===== config.mk =====
export PLATFORM = sky130hd
export DESIGN_NAME = core_trace_buf
export DESIGN_NICKNAME = d
export VERILOG_FILES = /design/src/rtl/core_trace_buf.sv
export SDC_FILE = /design/constraint.sdc
export NUM_CORES = 2
export LEC_CHECK = 0
export CORE_MARGIN = 1
export CORE_UTILIZATION = 58
export CTS_CLUSTER_SIZE = 8
export DETAILED_ROUTE_END_ITERATION = 7
export HOLD_SLACK_MARGIN = 0.1
export PLACE_DENSITY = 0.76
export SETUP_SLACK_MARGIN = 0.2
export SLEW_MARGIN = 20
export SYNTH_ARGS = -nofsm -noshare
export SYNTH_HDL_FRONTEND = slang
export SYNTH_SLANG_ARGS = --single-unit

===== constraint.sdc =====
create_clock -name clk -period 12.1 [get_ports clk]
set_input_delay 1.815 -clock clk [delete_from_list [all_inputs] [get_ports clk]]
set_output_delay 1.815 -clock clk [all_outputs]
set_load 0.005 [all_outputs]

===== src/rtl/core_trace_buf.sv =====
// core_trace_buf: packs retired-instruction records into a FWFT FIFO with sequence tagging and drop accounting
module core_trace_buf #(
  parameter int DEPTH_LOG2 = 4,
  parameter int SEQ_W      = 16
) (
  input  logic                  clk,
  input  logic                  rst,
  input  logic                  trace_en,
  input  logic                  clear,
  input  logic [31:0]           core_pc,
  input  logic [31:0]           core_inst,
  input  logic                  core_rf_we,
  input  logic [4:0]            core_rf_waddr,
  input  logic [31:0]           core_rf_wdata,
  output logic                  out_valid,
  input  logic                  out_ready,
  output logic [SEQ_W-1:0]      out_seq,
  output logic [31:0]           out_pc,
  output logic [31:0]           out_inst,
  output logic                  out_rd_we,
  output logic [4:0]            out_rd,
  output logic [31:0]           out_rd_data,
  output logic [DEPTH_LOG2:0]   count,
  output logic                  overflow,
  output logic [SEQ_W-1:0]      drop_cnt
);
  localparam int DEPTH = 1 << DEPTH_LOG2;
  localparam int REC_W = SEQ_W + 32 + 32 + 1 + 5 + 32;
  logic [REC_W-1:0]      r_mem [DEPTH];
  logic [DEPTH_LOG2-1:0] r_wptr, r_rptr;
  logic [DEPTH_LOG2:0]   r_count;
  logic [SEQ_W-1:0]      r_seq, r_drop;
  logic                  r_ovf;
  logic                  w_attempt, w_full, w_pop, w_push, w_drop;
  logic [REC_W-1:0]      w_rec;
  assign w_attempt = trace_en & ~clear;
  // count never exceeds DEPTH, so its top bit alone marks the full state
  assign w_full    = r_count[DEPTH_LOG2];
  assign out_valid = r_count != '0;
  assign w_pop     = out_valid & out_ready & ~clear;
  assign w_push    = w_attempt & (~w_full | w_pop);
  assign w_drop    = w_attempt & w_full & ~w_pop;
  assign w_rec     = {r_seq, core_pc, core_inst, core_rf_we & (core_rf_waddr != 5'd0), core_rf_waddr, core_rf_wdata};
  assign {out_seq, out_pc, out_inst, out_rd_we, out_rd, out_rd_data} = out_valid ? r_mem[r_rptr] : '0;
  assign count     = r_count;
  assign overflow  = r_ovf;
  assign drop_cnt  = r_drop;
  // record storage: written on accepted pushes only, never reset
  always_ff @(posedge clk)
    if (w_push) r_mem[r_wptr] <= w_rec;
  // pointers, occupancy, sequence and drop bookkeeping
  always_ff @(posedge clk or posedge rst)
    if (rst) begin
      r_wptr  <= '0;
      r_rptr  <= '0;
      r_count <= '0;
      r_seq   <= '0;
      r_drop  <= '0;
      r_ovf   <= 1'b0;
    end else if (clear) begin
      r_wptr  <= '0;
      r_rptr  <= '0;
      r_count <= '0;
      r_seq   <= '0;
      r_drop  <= '0;
      r_ovf   <= 1'b0;
    end else begin
      r_wptr  <= w_push ? r_wptr + 1'b1 : r_wptr;
      r_rptr  <= w_pop ? r_rptr + 1'b1 : r_rptr;
      r_count <= r_count + (DEPTH_LOG2+1)'(w_push) - (DEPTH_LOG2+1)'(w_pop);
      r_seq   <= w_attempt ? r_seq + 1'b1 : r_seq;
      r_drop  <= (w_drop && r_drop != '1) ? r_drop + 1'b1 : r_drop;
      r_ovf   <= r_ovf | w_drop;
    end
endmodule


==> summary.md <==
| Metric | Value |
|---|---|
| Power Dens Cells | 208.3 nW/µm² |
| Placer Congestion | between 0.7 and 0.8 |
| Routed WL | between 150 and 200 mm |
| Worst setup path category | flip-flop to primary output |
| Skew-Pair Late Insertion Delay | 0.90 ns |
| # rows | 130 |
| Run status | completed |
| Peak VDD IR | 180.2 µV |
| Ys Warns | 0 |
| Drt initial violations | about 4,200 |
| Max Cap Viol | 0 |
| Predominant post-synthesis flop cell | edfxtp_1 |
| Minimum clock period | 7.145 ns |
| Final Hold Fails | 0 |
| Drt wl/cell | ~32 µm |
| Count of hold-fix buffers inserted at cts | 0 |
| Static leakage | around 27 nW |
| Die height | 359.3 µm |
| Number of top-level pins | 248 |
| CTS Buf Count | 292 |
| Vias in the first global route | 37,880 |
| Vias/cell | 6.734 |
| Nets | 3,834 |
| Peak Freq | 0.1400 GHz |
| Root Buffer | clkbuf_16 |
| R2r startpoint | count[4]$_DFF_PP0_ |
| Hold slack | 0.5029 ns |
| Post-Synthesis Cells | 3,294 |
| Grt total ovfl | 0 |
| Top layer in use | met5 |
| Antenna violations before repair | 13 |
| Pre-CTS WS | between 5 and 6 ns |
| Layout Skew | 0.05031 ns |
| Tcrit/Tclk final | 0.5905 |
| Setup tns final | 0 ns |
| Synth Net Count | 3,415 |
| GRT Resource Usage Total | 0.2701 |
| Post-CTS Setup Bufs | 0 |
| Number of synthesized flops with an enable pin | 1,888 |
| First-pass GRT wire length | 252.4 mm |
| Clock Sinks | 1,934 |
| # setup viols final | 0 |
| WL met1 | 66.68 mm |
| Crit end category | primary output |
| DR WL met3 | between 15 and 20 mm |
| CTS resizes | 0 |
| CP max FO | 118 |
| HPWL Detailed | 81.11 mm |
| Post-synth cell types | just under 50 |
| CP startpoint | r_rptr[2]$_DFFE_PP0P_ |
| Setup ws final | 4.955 ns |
| Initial Util | 0.5874 |
| Total core area | 126,100 µm² |
| Hold_sp | overflow$_DFF_PP0_ |
| FF+latch count, synth | 1,934 |
| Data arrival time of the critical path | 5.33 ns |
| Largest net degree at the start of global routing | 119 |
| Slew headroom | 0.2584 |
| RSZ-0062 raised after global routing | false |
| CTS tree | yes |
| Synth-to-Final Area Change | 16.25% |
| Via count | 36,400 |
| Layout Cells excl Fill | 5,406 |
| DRC violations left | 0 |
| Antenna viol nets, final | 0 |
| Startpoint type of the worst setup path | flip-flop |
| Slew Viols, Final | 0 |
| Share of cells above drive strength 1 | 0.2191 |
| Die Area | 129,100 µm² |
| H-tree depth | 5 |
| Min-Delay Path Class | flip-flop to flip-flop |
| CTS clk-pin slew, worst paths | 0.05 ns |
| CTS max path bufs | 4 |
| FFs w/ async S/R, synth | 0.02378 |
| Worst-Margin Slew | 1.112 ns |
| Port bufs | between 200 and 250 |
| Sequential share of the synthesized area | 0.7812 |
| Power, Total | 17.93 mW |
| DR pass1 iterations | 5 |
| Worst EP required | ~10 ns |
| Placed cells | 5,068 |
| DR WL met2 | 86.91 mm |
| Die Wd | approximately 360 µm |
| Area of the mapped netlist | ~74,000 µm² |
| Syn_area_per_cell | 22.48 µm² |
synth_stat cells, types with 2 or more instances:
| cell | n | share of area |
|---|---|---|
| a21oi_1 | 20 | 0.0014 |
| a221o_1 | 26 | 0.0035 |
| a22o_1 | 26 | 0.0031 |
| a22oi_1 | 66 | 0.0067 |
| and2_1 | 8 | 0.00068 |
| and3_1 | 37 | 0.0031 |
| and4_1 | 6 | 0.00071 |
| buf_1 | 20 | 0.0010 |
| buf_2 | 58 | 0.0039 |
| buf_4 | 4 | 0.00041 |
| buf_6 | 5 | 0.00076 |
| clkbuf_1 | 98 | 0.0050 |
| dfrtp_1 | 46 | 0.016 |
| edfxtp_1 | 1888 | 0.77 |
| ha_1 | 13 | 0.0022 |
| inv_1 | 15 | 0.00076 |
| mux2i_1 | 238 | 0.032 |
| mux4_2 | 426 | 0.13 |
| nand2_1 | 37 | 0.0019 |
| nand3_1 | 33 | 0.0022 |
| nand4_1 | 12 | 0.0010 |
| nor2_1 | 29 | 0.0015 |
| nor2b_1 | 11 | 0.00093 |
| nor3_1 | 3 | 0.00020 |
| nor3b_1 | 2 | 0.00020 |
| o211ai_1 | 21 | 0.0021 |
| o21ai_0 | 8 | 0.00054 |
| o22ai_1 | 72 | 0.0061 |
| o31ai_1 | 11 | 0.0011 |
| or3_1 | 10 | 0.00084 |
| or4_1 | 11 | 0.0011 |
| xnor2_1 | 4 | 0.00047 |
| xor2_1 | 14 | 0.0017 |
routing by layer:
metal / GRT usage / vias up
met3: 0.05518 / 300
met4: 0.08087 / 18
met5: 0 / -
li1: - / 14760
met2: 0.4401 / 1985
met1: 0.3733 / 19340
cells by family (layout without fill, tap and decap cells):
| logic type | after synthesis | count (layout) | synth area share |
|---|---|---|---|
| flops | 1934 | 1934 | 0.7812 |
| mux | 665 | 665 | 0.1619 |
| compound gates | 257 | 257 | 0.02528 |
| simple gates | 206 | 206 | 0.01516 |
| buf+inv | 200 | 658 | 0.01183 |
| xor+xnor | 18 | 18 | 0.002129 |
| fa+ha+maj | 14 | 14 | 0.002467 |
| other cells | 0 | 4 | 0 |
stage by stage:
stage                     utilization  area (µm²)
after detailed placement       0.6220       78410
after CTS                      0.6825       86030
after global placement         0.6220       78410
after floorplan                     -       74040
final                          0.6828       86080
after global routing           0.6828       86070
power breakdown:
group	switching [mW]	internal [mW]	total, mW
Clock	2.61	4.33	6.94
Combinational	1.72	1.75	3.47
Sequential	0.0643	7.45	7.52
critical path: stages, from the launching register on:
cell and delay [ns]:
dfrtp_4 1.06, buf_4 0.86, buf_12 0.69, mux4_2 0.34, mux2i_1 0.07, o22ai_1 0.56, clkdlybuf4s50_1 0.63
area by class of cell:
type,instances,area (µm²)
clock buffers,329,7595
well taps,1650,2064
fillers,7345,39980
multi-input cells,1160,15440
repair buffers,310,3030
inverters,15,56.30
diodes,4,10.01
flip-flops and latches,1934,57860
clock inverters,4,30.03
cell usage in the layout, fill, tap and decap left out, types with 3 or more instances in the layout:
master           synthesis  final
a21oi_1                 20     20
a221o_1                 26     26
a22o_1                  26     26
a22oi_1                 66     66
and2_4                   1      7
and3_1                  37     30
and3_4                   0      6
and4_1                   6      5
buf_12                   0      5
buf_4                    4     55
clkbuf_1                98     30
clkbuf_16                0    299
clkdlybuf4s50_1          0    246
dfrtp_1                 46     43
dfrtp_4                  0      3
diode_2                  0      4
edfxtp_1              1888   1888
ha_1                    13     13
inv_1                   15     14
mux2i_1                238    238
mux4_2                 426    426
nand2_1                 37     36
nand3_1                 33     33
nand4_1                 12     12
nor2_1                  29     27
nor2b_1                 11      7
nor2b_4                  0      3
o211ai_1                21     21
o21ai_0                  8      8
o22ai_1                 72     72
o31ai_1                 11     11
or3_1                   10     10
or4_1                   11     11
xnor2_1                  4      4
xor2_1                  14     14
state kept, by name (all words and copies together), names as in the netlist:
| name | flops |
|---|---|
| r_mem | 1888 |
| r_rptr | 4 |
| overflow | 1 |
| r_seq | 16 |
| drop_cnt | 16 |
| count | 5 |
| r_wptr | 4 |
path summary, 6_finish.rpt:
kind,slack (ns),endpoint,cells after the start
max,4.95,out_seq[12],6
min,0.50,overflow$_DFF_PP0_,2
max reg2reg,8.10,r_mem[0][59]$_DFFE_PP_,5
min reg2reg,0.50,overflow$_DFF_PP0_,2
max in group asynchronous,10.13,r_rptr[0]$_DFFE_PP0P_,3
min in group asynchronous,1.43,drop_cnt[1]$_DFFE_PP0P_,3
Note: power is estimated with default switching activity, not from simulation.
